`config.mk`:
```
export PLATFORM = sky130hd
export DESIGN_NAME = spi_xfer_ctrl
export DESIGN_NICKNAME = d
export VERILOG_FILES = /design/src/rtl/spi_xfer_ctrl.sv
export SDC_FILE = /design/constraint.sdc
export NUM_CORES = 1
export LEC_CHECK = 0
export CAP_MARGIN = 10
export CORE_AREA = 2 2 112 223
export CTS_BUF_LIST = sky130_fd_sc_hd__clkbuf_4 sky130_fd_sc_hd__clkbuf_8
export CTS_CLUSTER_SIZE = 25
export DETAILED_ROUTE_END_ITERATION = 8
export DIE_AREA = 0 0 114 225
export HOLD_SLACK_MARGIN = 0.1
export PLACE_DENSITY = 0.46
export SLEW_MARGIN = 20
export SYNTH_ARGS = -nofsm -noshare
export SYNTH_HDL_FRONTEND = slang
export SYNTH_SLANG_ARGS = --single-unit
```
`constraint.sdc`:
```
create_clock -name wb_clk -period 8.65 [get_ports wb_clk]
set_input_delay 2.595 -clock wb_clk [delete_from_list [all_inputs] [get_ports wb_clk]]
set_output_delay 2.595 -clock wb_clk [all_outputs]
set_load 0.02 [all_outputs]
```
`src/rtl/spi_xfer_ctrl.sv`:
```
// SPI transfer controller: serialises one character onto mosi and captures
// miso on the SCLK edge strobes provided by an external clock generator.
// Handshake: a start is accepted when go=1 in IDLE (no ready signal; go is
// simply ignored while busy). Completion is a single-cycle done pulse with
// rx_data valid in that same cycle and held afterwards.
module spi_xfer_ctrl #(
  parameter int MAX_LEN = 32
) (
  input  logic               wb_clk,
  input  logic               wb_reset,
  input  logic               go,
  input  logic [4:0]         char_len,
  input  logic [MAX_LEN-1:0] tx_data,
  input  logic               lsb,
  input  logic               tx_negedge,
  input  logic               rx_negedge,
  input  logic               pos_edge,
  input  logic               neg_edge,
  input  logic               miso,
  output logic               mosi,
  output logic               tip,
  output logic               lstclk,
  output logic [MAX_LEN-1:0] rx_data,
  output logic               done
);

  localparam int IW = $clog2(MAX_LEN);

  typedef enum logic [1:0] {
    IDLE   = 2'd0,
    SHIFT  = 2'd1,
    FINISH = 2'd2
  } state_t;

  state_t             state_q, state_d;
  logic [5:0]         len_q, len_d;
  logic               lsb_q, lsb_d;
  logic               tx_neg_q, tx_neg_d;
  logic               rx_neg_q, rx_neg_d;
  logic [MAX_LEN-1:0] tx_word_q, tx_word_d;
  logic [5:0]         tx_cnt_q, tx_cnt_d;
  logic [5:0]         rx_cnt_q, rx_cnt_d;
  logic [MAX_LEN-1:0] rx_sr_q, rx_sr_d;
  logic [MAX_LEN-1:0] rx_data_q, rx_data_d;
  logic               mosi_q, mosi_d;
  logic               tip_q, tip_d;
  logic               lstclk_q, lstclk_d;
  logic               done_q, done_d;

  logic               tx_stb;
  logic               rx_stb;
  logic [5:0]         new_len;
  logic [IW-1:0]      first_idx;
  logic [IW-1:0]      tx_idx;

  // Next-state, datapath and registered-output computation for the transfer FSM.
  always_comb begin
    state_d   = state_q;
    len_d     = len_q;
    lsb_d     = lsb_q;
    tx_neg_d  = tx_neg_q;
    rx_neg_d  = rx_neg_q;
    tx_word_d = tx_word_q;
    tx_cnt_d  = tx_cnt_q;
    rx_cnt_d  = rx_cnt_q;
    rx_sr_d   = rx_sr_q;
    rx_data_d = rx_data_q;
    mosi_d    = mosi_q;

    // Strobe selection uses the configuration latched at go, never the live inputs.
    tx_stb    = tx_neg_q ? neg_edge : pos_edge;
    rx_stb    = rx_neg_q ? neg_edge : pos_edge;

    // A zero char_len means a full-width character.
    new_len   = (char_len == 5'd0) ? 6'(MAX_LEN) : {1'b0, char_len};
    first_idx = IW'(new_len - 6'd1);
    tx_idx    = lsb_q ? tx_cnt_q[IW-1:0] : IW'(len_q - 6'd1 - tx_cnt_q);

    case (state_q)
      IDLE: begin
        if (go) begin
          state_d   = SHIFT;
          len_d     = new_len;
          lsb_d     = lsb;
          tx_neg_d  = tx_negedge;
          rx_neg_d  = rx_negedge;
          tx_word_d = tx_data;
          tx_cnt_d  = 6'd1;
          rx_cnt_d  = 6'd0;
          rx_sr_d   = '0;
          mosi_d    = lsb ? tx_data[0] : tx_data[first_idx];
        end
      end
      SHIFT: begin
        // Launch: once every bit is out, mosi keeps the last one.
        if (tx_stb && (tx_cnt_q < len_q)) begin
          mosi_d   = tx_word_q[tx_idx];
          tx_cnt_d = tx_cnt_q + 6'd1;
        end
        // Capture: both orders end right-aligned in [len-1:0].
        if (rx_stb) begin
          if (lsb_q) begin
            rx_sr_d[rx_cnt_q[IW-1:0]] = miso;
          end else begin
            rx_sr_d = {rx_sr_q[MAX_LEN-2:0], miso};
          end
          rx_cnt_d = rx_cnt_q + 6'd1;
          if (rx_cnt_d == len_q) begin
            state_d   = FINISH;
            rx_data_d = rx_sr_d;
          end
        end
      end
      FINISH: begin
        state_d = IDLE;
      end
      default: begin
        state_d = IDLE;
      end
    endcase

    tip_d    = (state_d == SHIFT);
    done_d   = (state_d == FINISH);
    lstclk_d = (state_d == SHIFT) && (rx_cnt_d == (len_d - 6'd1));
  end

  // State and registered outputs; reset clears everything, mid-transfer included.
  always_ff @(posedge wb_clk or posedge wb_reset) begin
    if (wb_reset) begin
      state_q   <= IDLE;
      len_q     <= 6'd0;
      lsb_q     <= 1'b0;
      tx_neg_q  <= 1'b0;
      rx_neg_q  <= 1'b0;
      tx_word_q <= '0;
      tx_cnt_q  <= 6'd0;
      rx_cnt_q  <= 6'd0;
      rx_sr_q   <= '0;
      rx_data_q <= '0;
      mosi_q    <= 1'b0;
      tip_q     <= 1'b0;
      lstclk_q  <= 1'b0;
      done_q    <= 1'b0;
    end else begin
      state_q   <= state_d;
      len_q     <= len_d;
      lsb_q     <= lsb_d;
      tx_neg_q  <= tx_neg_d;
      rx_neg_q  <= rx_neg_d;
      tx_word_q <= tx_word_d;
      tx_cnt_q  <= tx_cnt_d;
      rx_cnt_q  <= rx_cnt_d;
      rx_sr_q   <= rx_sr_d;
      rx_data_q <= rx_data_d;
      mosi_q    <= mosi_d;
      tip_q     <= tip_d;
      lstclk_q  <= lstclk_d;
      done_q    <= done_d;
    end
  end

  assign mosi    = mosi_q;
  assign tip     = tip_q;
  assign lstclk  = lstclk_q;
  assign rx_data = rx_data_q;
  assign done    = done_q;

endmodule

```
==> results.py <==
metrics = {
    "placed_design": {
        "dpl_cell_area_um2": 8110,
        "post-place-cells": 1061,
        "dp_hpwl_um": 15100,
        "place.gp.congestion": 0.799,
        "numPortBuffers": 81,
    },
    "yosys": {
        "yosysSeqAreaShare": 0.435,
        "ys.flop_type": "dfrtp_1",
        "synthXorXnorAreaFrac": 0.0223,
        "syn_area_um2": 7080,
        "async_reset_ff_frac": 1.00,
        "synth-adder-area-share": 0.0329,
        "yosys_warnings": 0,
        "synth_compound_area_frac": 0.0965,
        "synth_simple_gate_area_share": 0.194,
        "synth_mux_area_frac": 0.173,
        "synth_area_per_cell_um2": 9.68,
        "synth_seq_cells": 123,
        "synth_edf_count": 0,
        "ys_types": 59,
        "synthesis.nets": 795,
        "synthCells": 731,
        "synth_top_family_by_area": "simple AND/OR/NAND/NOR gates",
    },
    "route": {
        "viasPerCell": 5.15,
        "drc_errors": 0,
        "dr_total_vias": 5625,
        "ant_nets": 0,
        "drt_wl_total_um": 20900,
        "drt_first_pass_iters": 4,
        "drtIter0Drc": 202,
        "routedWlPerCell_um": 19.2,
    },
    "final_layout": {
        "final_cell_mix": "nand2_1 (143), dfrtp_1 (122), clkdlybuf4s50_1 (81)",
        "nets": 857,
        "area_growth_pct": 19.9,
        "fillerInstances": 2492,
        "diodes": 0,
        "drive_above_1_share": 0.0893,
        "final_cell_count_no_fill": 1093,
        "final_common_cell": "nand2_1",
        "finalInstanceArea_um2": 8480,
    },
    "critical_path": {
        "worstPathCellList": "clkdlybuf4s50_1 -> inv_1 -> ha_1 -> mux4_2 -> mux4_2 -> nor2_1 -> o31a_1 -> o311ai_1",
        "worstSetupStartpointType": "primary input",
        "cp_max_fo": 11,
        "cpMostUsedCell": "mux4_2",
        "crit_path_end_kind": "flop",
        "crit_arrival_ns": 5.53,
        "crit_type": "in -> reg",
        "required_ns": 8.93,
        "crit_slowest_cell": "clkdlybuf4s50_1",
        "slowest_delay_ns": 0.90,
    },
    "power_and_ir_drop": {
        "power_leakage_uw": 0.00422,
        "ir_drop_mv": 0.123,
        "p_per_area_nw_per_um2": 383,
    },
    "hold_path": {
        "hp-class": "reg -> reg",
    },
    "global_route": {
        "grt_usage": 0.172,
        "overflow": 0,
        "first_global_vias": 6166,
        "grt_first_pass_wirelength_um": 33800,
        "grt_max_degree": 78,
        "grt_antenna_before_repair": 0,
    },
    "sta": {
        "final_max_slew_viol_count": 0,
        "timing_hold_violations_final": 0,
        "final.min_clock_period_ns": 5.25,
        "tightest_slew_ns": 1.09,
        "slew_headroom": 0.262,
        "setup_viol": 0,
        "final.setup.tns_ns": 0,
        "fin_skew_ns": 0.0139,
        "finalCritPeriodShare": 0.607,
        "fmax_ghz": 0.191,
        "rsz0062_at_grt": "no",
    },
    "clock_network": {
        "clk_pin_slew_worst_paths_ns": 0.08,
        "cts_tree": "built",
        "cts-resized-gates": 0,
        "clock_latency_ns": 0.45,
        "post_cts_buffers": 0,
        "clock_sinks": 123,
        "cts.path.max_buffers": 2,
        "cts_inserted_buffers": 17,
        "cts_hold_buf": 0,
        "htree_levels": 4,
        "clockRootBuffer": "clkbuf_8",
    },
    "die": {
        "core-area_um2": 23800,
        "fp-row-count": 80,
        "pin_count": 82,
        "initial_core_util": 0.297,
        "die_h_um": 225,
        "die_w_um": 114,
        "die_area_um2": 25700,
    },
    "job": {
        "cap_violations": 0,
    },
    "status": {
        "outcome": "completed",
    },
}
## state kept, by name, summed over array words and instances (netlist names)
name       cells
len_q          6
done           1
lstclk         1
rx_data       32
tx_neg_q       1
rx_sr_q       32
lsb_q          1
mosi           1
rx_cnt_q       6
tx_cnt_q       6
tip            1
tx_word_q     32
state_q        2
rx_neg_q       1
## power by group
part           switching, uW  internal (uW)
Sequential               195            832
Clock                    235            272
Combinational            953            766
Total                   1380           1870
## cell type report
cell class	count	area, um^2	share of cell area
Tap cell	287	359	0.0423
Sequential cell	123	3080	0.363
Timing Repair Buffer	90	878	0.104
Multi-Input combinational cell	535	3690	0.435
Clock buffer	23	279	0.0329
Inverter	26	100	0.0118
Clock inverter	9	97.6	0.0115
## cell usage after synthesis, drive strengths merged, types with 5 or more instances
library cell | count | area share
nor2 | 50 | 0.027
mux4 | 17 | 0.055
nand3 | 19 | 0.013
nor3 | 11 | 0.0078
nand2 | 144 | 0.076
nor3b | 6 | 0.0064
ha | 17 | 0.030
mux2i | 45 | 0.064
o21ai | 15 | 0.011
a21oi | 41 | 0.029
mux2 | 34 | 0.054
xnor2 | 12 | 0.015
dfrtp | 123 | 0.43
nor2b | 6 | 0.0053
and3 | 34 | 0.030
clkbuf | 30 | 0.016
nand2b | 5 | 0.0044
xor2 | 6 | 0.0074
buf | 17 | 0.016
a21o | 32 | 0.034
inv | 26 | 0.014
## path summary, 6_finish.rpt
kind	cells after the start	slack (ns)	startpoint	end
worst max-delay path	8	3.40	char_len[0]	mosi$_DFFE_PP0P_
worst min-delay path	2	0.48	tx_word_q[15]$_DFFE_PP0P_	tx_word_q[15]$_DFFE_PP0P_
worst max register to register	7	5.04	rx_cnt_q[0]$_DFF_PP0_	rx_data[29]$_DFFE_PP0P_
worst min register to register	2	0.48	tx_word_q[15]$_DFFE_PP0P_	tx_word_q[15]$_DFFE_PP0P_
max in group asynchronous	3	4.68	wb_reset	rx_data[29]$_DFFE_PP0P_
min in group asynchronous	2	2.67	wb_reset	rx_data[10]$_DFFE_PP0P_
## stage by stage
stage	hold slack [ns]	util	power [uW]	setup WS, ns
after floorplan	0.437	-	2170	2.78
after global placement	0.454	0.340	2740	3.00
after detailed placement	0.454	0.340	2780	2.89
after CTS	0.474	0.356	3300	3.40
after global routing	0.505	0.356	3510	3.20
final	0.479	0.356	3250	3.40
## per-layer routing
layer  share of wire  up-vias  wire length [um]  GRT usage
met3           0.032       31               672     0.0293
met4           0.028        0               584     0.0716
met1            0.37     2801              7670      0.180
met5               0        -                 0          0
li1                -     2646                 -          -
met2            0.57      147             12000      0.329
## critical path: cells and delay by family
kind | cells | cell delay, ns
AO/OA/AOI/OAI | 2 | 0.24
AND/OR/NAND/NOR | 1 | 0.10
adder cells (fa/ha/maj) | 1 | 0.54
buffers and inverters | 2 | 1.06
multiplexers | 2 | 1.00
## cells by family (layout without fill, tap and decap cells)
logic type,count (synthesis),count (layout)
simple gates,297,297
flops,123,123
compound gates,106,106
mux,96,96
buf+inv,73,148
fa+ha+maj,18,18
xor+xnor,18,18
Note: power is estimated with default switching activity, not from simulation.
